[src/rtl/masked_rand_source_pkg.sv]
//==============================================================================
// masked_rand_source_pkg : shared types and helpers for randomness sources.
// Revision: 1.0
//==============================================================================
`default_nettype none

package masked_rand_source_pkg;

    localparam int          RAND_LFSR_WIDTH        = 64;
    localparam logic [63:0] RAND_LFSR_DEFAULT_SEED = 64'h1;

    typedef logic [RAND_LFSR_WIDTH-1:0] lfsr_state_t;

    typedef enum logic [1:0] {
        IDLE   = 2'd0,
        WARMUP = 2'd1,
        RUN    = 2'd2
    } rand_state_t;

    // Number of cross-share products an HPC3 multiplier refreshes.
    function automatic int num_quad(input int shares);
        return (shares * (shares - 1)) / 2;
    endfunction

    // Single Fibonacci step, polynomial x^64+x^63+x^61+x^60+1.
    function automatic lfsr_state_t lfsr_step(input lfsr_state_t s);
        return {s[62:0], s[63] ^ s[62] ^ s[60] ^ s[59]};
    endfunction

endpackage

`default_nettype wire

[src/rtl/masked_rand_source_lfsr64_leap.sv]
//==============================================================================
// lfsr64_leap : purely combinational STEPS-step advance of the 64-bit LFSR.
// Revision: 1.0
//==============================================================================
`default_nettype none

module lfsr64_leap
    import masked_rand_source_pkg::*;
#(
    parameter int STEPS = 2
) (
    input  logic [63:0] state_in,
    output logic [63:0] state_out
);

    lfsr_state_t acc;

    always_comb begin
        acc = state_in;
        for (int i = 0; i < STEPS; i++) begin
            acc = lfsr_step(acc);
        end
        state_out = acc;
    end

endmodule

`default_nettype wire

[src/rtl/masked_rand_source.sv]
//==============================================================================
// masked_rand_source : seeded, warmed-up LFSR randomness feed for HPC3 multipliers.
// Optional macro MASKED_RAND_FORCE_ZERO_EN ties out_r/out_p to zero for debug.
// Revision: 1.0
//==============================================================================
`default_nettype none

module masked_rand_source
    import masked_rand_source_pkg::*;
#(
    parameter  int NUM_SHARES    = 2,
    parameter  int BIT_WIDTH     = 1,
    parameter  int WARMUP_CYCLES = 16,
    localparam int NUM_QUADRATIC = num_quad(NUM_SHARES),
    localparam int WORD_BITS     = NUM_QUADRATIC * BIT_WIDTH
) (
    input  logic                 in_clock,
    input  logic                 in_reset,
    input  logic [63:0]          in_seed,
    input  logic                 in_seed_valid,
    output logic                 out_seed_ready,
    input  logic                 in_enable,
    output logic [WORD_BITS-1:0] out_r,
    output logic [WORD_BITS-1:0] out_p,
    output logic                 out_valid
);

    localparam int         LEAP        = 2 * WORD_BITS;
    localparam logic [7:0] WARMUP_LAST = 8'(WARMUP_CYCLES - 1);

    if (LEAP > RAND_LFSR_WIDTH) begin : g_bad_leap
        $error("masked_rand_source: leap distance %0d exceeds LFSR width", LEAP);
    end
    if ((WARMUP_CYCLES < 1) || (WARMUP_CYCLES > 255)) begin : g_bad_warmup
        $error("masked_rand_source: WARMUP_CYCLES %0d out of range", WARMUP_CYCLES);
    end

    rand_state_t state_q, state_d;
    logic [7:0]  warm_cnt_q, warm_cnt_d;
    lfsr_state_t lfsr_q, lfsr_next, seed_load;
    logic        advance;

    lfsr64_leap #(
        .STEPS (LEAP)
    ) u_leap (
        .state_in  (lfsr_q),
        .state_out (lfsr_next)
    );

    // A zero seed would lock the LFSR; substitute the default seed.
    assign seed_load = (in_seed == 64'h0) ? RAND_LFSR_DEFAULT_SEED : in_seed;

    always_comb begin
        state_d    = state_q;
        warm_cnt_d = warm_cnt_q;
        advance    = 1'b0;
        case (state_q)
            IDLE: ;
            WARMUP: begin
                if (in_enable) begin
                    advance    = 1'b1;
                    warm_cnt_d = warm_cnt_q + 8'd1;
                    if (warm_cnt_q == WARMUP_LAST) begin
                        state_d = RUN;
                    end
                end
            end
            RUN: begin
                advance = in_enable;
            end
            default: state_d = IDLE;
        endcase
        // Seed acceptance wins over everything, including an enabled advance.
        if (in_seed_valid) begin
            state_d    = WARMUP;
            warm_cnt_d = 8'd0;
            advance    = 1'b0;
        end
    end

    always_ff @(posedge in_clock) begin
        if (!in_reset) begin
            state_q    <= IDLE;
            warm_cnt_q <= 8'd0;
            lfsr_q     <= '0;
        end else begin
            state_q    <= state_d;
            warm_cnt_q <= warm_cnt_d;
            if (in_seed_valid) begin
                lfsr_q <= seed_load;
            end else if (advance) begin
                lfsr_q <= lfsr_next;
            end
        end
    end

`ifdef MASKED_RAND_FORCE_ZERO_EN
    assign out_r = '0;
    assign out_p = '0;
`else
    always_ff @(posedge in_clock) begin
        if (!in_reset) begin
            out_r <= '0;
            out_p <= '0;
        end else if (advance) begin
            out_r <= lfsr_next[WORD_BITS-1:0];
            out_p <= lfsr_next[LEAP-1:WORD_BITS];
        end
    end
`endif

    assign out_valid      = (state_q == RUN);
    assign out_seed_ready = 1'b1;

endmodule

`default_nettype wire

[config.mk]
export PLATFORM = sky130hd
export DESIGN_NAME = masked_rand_source
export DESIGN_NICKNAME = d
export VERILOG_FILES = /design/src/rtl/masked_rand_source_pkg.sv /design/src/rtl/masked_rand_source_lfsr64_leap.sv /design/src/rtl/masked_rand_source.sv
export SDC_FILE = /design/constraint.sdc
export NUM_CORES = 1
export LEC_CHECK = 0
export ABC_AREA = 0
export CORE_MARGIN = 5
export CORE_UTILIZATION = 60
export DETAILED_ROUTE_END_ITERATION = 8
export DONT_BUFFER_PORTS = 1
export PLACE_DENSITY = 0.77
export SLEW_MARGIN = 30
export SYNTH_ARGS = -nofsm -noshare
export SYNTH_HDL_FRONTEND = slang
export SYNTH_SLANG_ARGS = --single-unit
[constraint.sdc]
create_clock -name in_clock -period 2.5 [get_ports in_clock]
set_clock_uncertainty 0.1 [all_clocks]
set_input_delay 0.375 -clock in_clock [delete_from_list [all_inputs] [get_ports in_clock]]
set_output_delay 0.375 -clock in_clock [all_outputs]
set_load 0.03 [all_outputs]
==> run_results.csv <==
group,metric,value,unit
min_path,whs_path_depth,1,
placed_design,gp_congestion,0.747,
power_and_ir_drop,p_seq_share,52.0,%
final_layout,drive_gt1_share,4.46,%
die,io_pins,72,
worst_setup_path,crit_chain,"inv_1, ha_1, nand2_4, buf_12, mux2i_1, o21ai_0, and2_1",
worst_setup_path,critPathMaxFanout,38,
final_layout,final_cell_mix,"dfxtp_1 (76), nand2_1 (65), mux2i_1 (64), o21ai_0 (64), and2_1 (64)",
power_and_ir_drop,internal_power,1.95,mW
final_layout,fin_util,66.3,%
power_and_ir_drop,p_per_area,636,nW/um^2
grt,grt_usage,20.8,%
drt,first_pass_iters,6,
drt,totalWireLength,7.65,mm
drt,ant_nets,0,
power_and_ir_drop,static-leakage-power,1.84,nW
drt,drt_iter0_markers,173,
yosys,ys_seq_area_share,40.5,%
timing,finalHoldViolCount,0,
timing,rsz0062_at_grt,"no",
clock_network,postCtsResizedCells,0,
worst_setup_path,start_kind,"register",
clock_network,post_cts_buffers,0,
drt,drc,0,
yosys,avgSynthCellArea,8.55,um^2
clock_network,cts_inserted_buffers,9,
drt,routed-via-count,2849,
worst_setup_path,cpMaxStageDelayCell,"dfxtp_1",
clock_network,clkTransAtPathRegs,0.08,ns
die,die_y,89.1,um
power_and_ir_drop,clkPwrFrac,38.2,%
worst_setup_path,ff2ff_setup_slack,0.54,ns
clock_network,numClockSinks,76,
placed_design,io_buffers,0,
min_path,holdCritPathClass,"input pin to register",
power_and_ir_drop,swShare,22.8,%
clock_network,clk_latency,0.34,ns
yosys,syn_inst,439,
clock_network,ctsLongestPathBuffers,2,
yosys,syn-cell-area,3750,um^2
clock_network,htree_levels,3,
worst_setup_path,worstSetupPathType,"register to register",
die,initial_core_util,62.7,%
yosys,ys_types,30,
die,die_w,89.1,um
worst_setup_path,cp.required,2.63,ns
timing,finalSetupTns,0,ns
yosys,syn_nets,511,
clock_network,cts_tree,"built",
drt,routedWlPerCell,15.3,um
yosys,ys_ff_latch,76,
placed_design,dp_hpwl,5.23,mm
worst_setup_path,endpoint_kind,"register",
timing,min_period,1.96,ns
timing,min_period_over_period,78.4,%
timing,fmax,510,MHz
yosys,yosys_warnings,0,
final_layout,fin_cells,501,
die,die_area,7940,um^2
final_layout,nFillCells,518,
final_layout,antenna_cells,0,
clock_network,holdBufCountCts,0,
worst_setup_path,arrival,2.09,ns
flow_run,max_cap_viol_count,0,
die,coreArea,5990,um^2
worst_setup_path,max_stage_delay,0.36,ns
worst_setup_path,r2r_cells,7,
grt,grt_pass1_vias,2752,
power_and_ir_drop,ir_drop,0.430,mV
grt,grt_max_degree,134,
final_layout,finalNetCount,493,
run_status,outcome,"complete, no violations",
final_layout,final_common_cell,"dfxtp_1",
die,rows,28,
placed_design,placedCellCount,485,
grt,antenna_found_initial,0,
timing,finalSetupViolations,0,
final_layout,syn_to_final_growth,5.83,%
power_and_ir_drop,p_comb_share,9.8,%
grt,overflow,0,
clock_network,cts_root_buffer,"clkbuf_8",
timing,slew_violations,0,
grt,grt_pass1_wl,12.9,mm
power_and_ir_drop,switchingPower,0.576,mW
drt,avgViaCountPerCell,5.69,
final timing paths:
check | start | endpoint
setup / recovery | state_q[1] | lfsr_q[47]
hold / removal | in_reset | lfsr_q[48]
setup reg to reg | state_q[1] | lfsr_q[47]
hold reg to reg | warm_cnt_q[1] | warm_cnt_q[1]
worst max-delay path, delay by kind of cell, from the launching register on:
kind	cells	cell delay [ns]
simple gates	2	0.37
flops	1	0.36
buf+inv	2	0.36
compound gates	1	0.10
fa+ha+maj	1	0.30
mux	1	0.22
routing by layer:
layer / global-route usage, % / share of wire (%) / vias up
li1: - / - / 1462
met1: 27.6 / 46 / 1303
met2: 31.0 / 44 / 76
met3: 7.83 / 8.7 / 8
met4: 7.17 / 1.8 / 0
met5: 0 / 0 / -
cell usage after synthesis:
cell type	count	area, um^2
dfxtp_1	76	1520
nand2_1	66	248
and2_1	64	400
mux2i_1	64	641
o21ai_0	64	320
clkbuf_1	21	78.8
nor4_1	15	93.8
nor2_1	13	48.8
nand4_1	8	50.1
xor2_1	7	61.3
buf_2	6	30.0
xnor2_1	5	43.8
ha_1	4	50.1
nor3_1	4	20.0
buf_4	3	22.5
a21oi_1	2	10.0
and3_1	2	12.5
inv_1	2	7.51
nor3b_1	2	15.0
buf_1	1	3.75
conb_1	1	3.75
nand2b_1	1	6.26
nand3_1	1	5.00
nand4b_1	1	8.76
nor2b_1	1	6.26
nor4_2	1	12.5
o21bai_1	1	7.51
o311ai_0	1	8.76
or4_1	1	7.51
or4b_1	1	10.0
power by group through the flow:
| stage | Clock, mW | Combinational [mW] | Sequential, mW |
|---|---|---|---|
| floorplan | 0 | 0.245 | 1.33 |
| global placement | 0 | 0.241 | 1.34 |
| detailed placement | 0 | 0.248 | 1.34 |
| CTS | 0.994 | 0.250 | 1.31 |
| global route | 1.05 | 0.286 | 1.32 |
| finish | 0.967 | 0.248 | 1.31 |
cells by family after synthesis:
logic type               Yosys count  synth area share, %
multiplexers                      64                 17.1
flip-flops                        76                 40.5
AO/OA/AOI/OAI                     68                 9.23
adder cells (fa/ha/maj)            4                 1.33
other                              1               0.0999
XOR/XNOR                          12                 2.80
AND/OR/NAND/NOR                  181                 25.2
buffers and inverters             33                 3.80
per-stage QoR:
stage	hold WS, ns	setup WS (ns)	cell area (um^2)	total power, mW
CTS	0.0368	0.537	3970	2.56
global route	0.0285	0.397	3970	2.66
global placement	0.387	0.638	3760	1.58
floorplan	0.370	0.713	3750	1.58
detailed placement	0.404	0.555	3760	1.59
finish	0.0513	0.541	3970	2.53
flip-flops by register name, indices dropped and copies added (netlist names):
name / count
lfsr_q: 64
out_p: 1
out_r: 1
state_q: 2
warm_cnt_q: 8
cell type report:
class | instances | area, um^2 | share of cell area [%]
multi-input combinational | 330 | 2100 | 52.8
sequential | 76 | 1520 | 38.3
clock buffer | 13 | 169 | 4.25
tap | 75 | 93.8 | 2.36
clock inverter | 3 | 43.8 | 1.10
timing repair buffer | 2 | 40.0 | 1.01
inverter | 2 | 7.51 | 0.189
No activity file was read; power rests on OpenSTA's default activity.
==> RTL change: new RTL, config.mk and constraints unchanged <==
Change the parameter `NUM_SHARES` from 2 to 4.
--- a/src/rtl/masked_rand_source.sv
+++ b/src/rtl/masked_rand_source.sv
@@ -10,3 +10,3 @@
 #(
-    parameter  int NUM_SHARES    = 2,
+    parameter  int NUM_SHARES    = 4,
     parameter  int BIT_WIDTH     = 1,
Ports: changed (resized out_p and out_r); port bits go from 72 to 82. The function was not compared with the original's and may differ.
==> RTL change against the unedited design <==
  * Maximum frequency rose by 2.7%
  * Count of clock-buffer cells in the layout fell by 1
  * Final area rose by 8.2%
  * Highest routed layer unchanged
  * Sequential cell count rose by 10
  * Critical path type unchanged
  * Synthesized area rose by 11%
  * Via count rose by 29%
  * Routed wire length rose by 46%
  * Power rose by 12%
  * Setup slack improved by 52 ps
  * Synthesized cell count rose by 15%
  * Cell count rose by 15%
==> RTL change: results (changes against the unedited design) <==
vias after detailed routing -> 3670 (+29%)
Pwr Density -> 657 nW/um^2 (+3.2%)
top post-synthesis cells by area -> dfxtp_1 41%, a311oi_1 13%, nand3_1 7.0%, nor2_1 6.5%, xnor2_1 5.9%
Leak -> 1.41 nW (-23%)
layout cell share with drive strength beyond 1 -> 7.31% (+2.8 points)
Cell Area, Placed -> 4140 sq um (+10%)
Clock-cell share -> 3.70% (-1.7 points)
routed wl met2 -> 5.02 mm (+49%)
Buffers, non-clock -> 7 (+5)
critical path arrival -> 2030 ps (-60 ps)
GPL Wtd Cong -> 0.869 (+16%)
CP top delay family -> compound AO/OA/AOI/OAI gates
met2 usage -> 38.4% (+7.3 points)
core region area -> 6790 sq um (+13%)
outcome -> completed
Place WS -> 610 ps (+54.8 ps)
vias per cell -> 6.38 (+12%)
sequential cell area share -> 40.0% (+1.7 points)
Commonest cells post-synth -> 86 x dfxtp_1, 72 x nor2_1, 60 x a311oi_1
Syn Area/Cell -> 8.26 sq um (-3.5%)
post-synthesis cell type count -> 37 (+23%)
largest net degree at the start of global routing -> 106 (-21%)
WL met3 -> 1.28 mm (+92%)
worst-path fanout max -> 21 (-45%)
fraction of area in multi-input gates -> 51.6% (-1.2 points)
syn nets -> 577 (+13%)
VDD IR max -> 0.402 mV (-6.5%)
Regs by FF count -> lfsr_q (64), warm_cnt_q (8)
Post-Place Cells -> 559 (+15%)
FF+latch area -> 1720 sq um (+13%)
WL/cell -> 19.4 microns (+27%)
global-route wire length before repair -> 17.3 mm (+35%)
final-layout non-clock buffer area share -> 1.51% (+0.51 points)
gr usage total -> 25.6% (+4.9 points)
clk pwr -> 0.847 mW (-12%)
[RTL change: cell types whose count changed after synthesis, sizes merged, moves of 9 or more]
cell / delta
a21oi: +9
a311oi: +60
and2: -63
buf: +12
dfxtp: +10
mux2i: -60
nand2: -9
nand3: +57
nor2: +59
o21ai: -59
xnor2: +23
[RTL change: worst paths after layout]
kind	slack, ps	startpoint	end	cells after the start
setup reg to reg	590	state_q[1]	lfsr_q[0]	7
setup / recovery	590	state_q[1]	lfsr_q[0]	7
hold reg to reg	390	lfsr_q[45]	lfsr_q[45]	2
hold / removal	70	in_seed[5]	lfsr_q[5]	1
[RTL change: logic make-up after synthesis]
logic type	synth area share [%]
flip-flops	41.3
AND/OR/NAND/NOR	24.9
other	0.0899
multiplexers	0.960
AO/OA/AOI/OAI	18.0
buffers and inverters	5.61
XOR/XNOR	7.95
adder cells (fa/ha/maj)	1.20
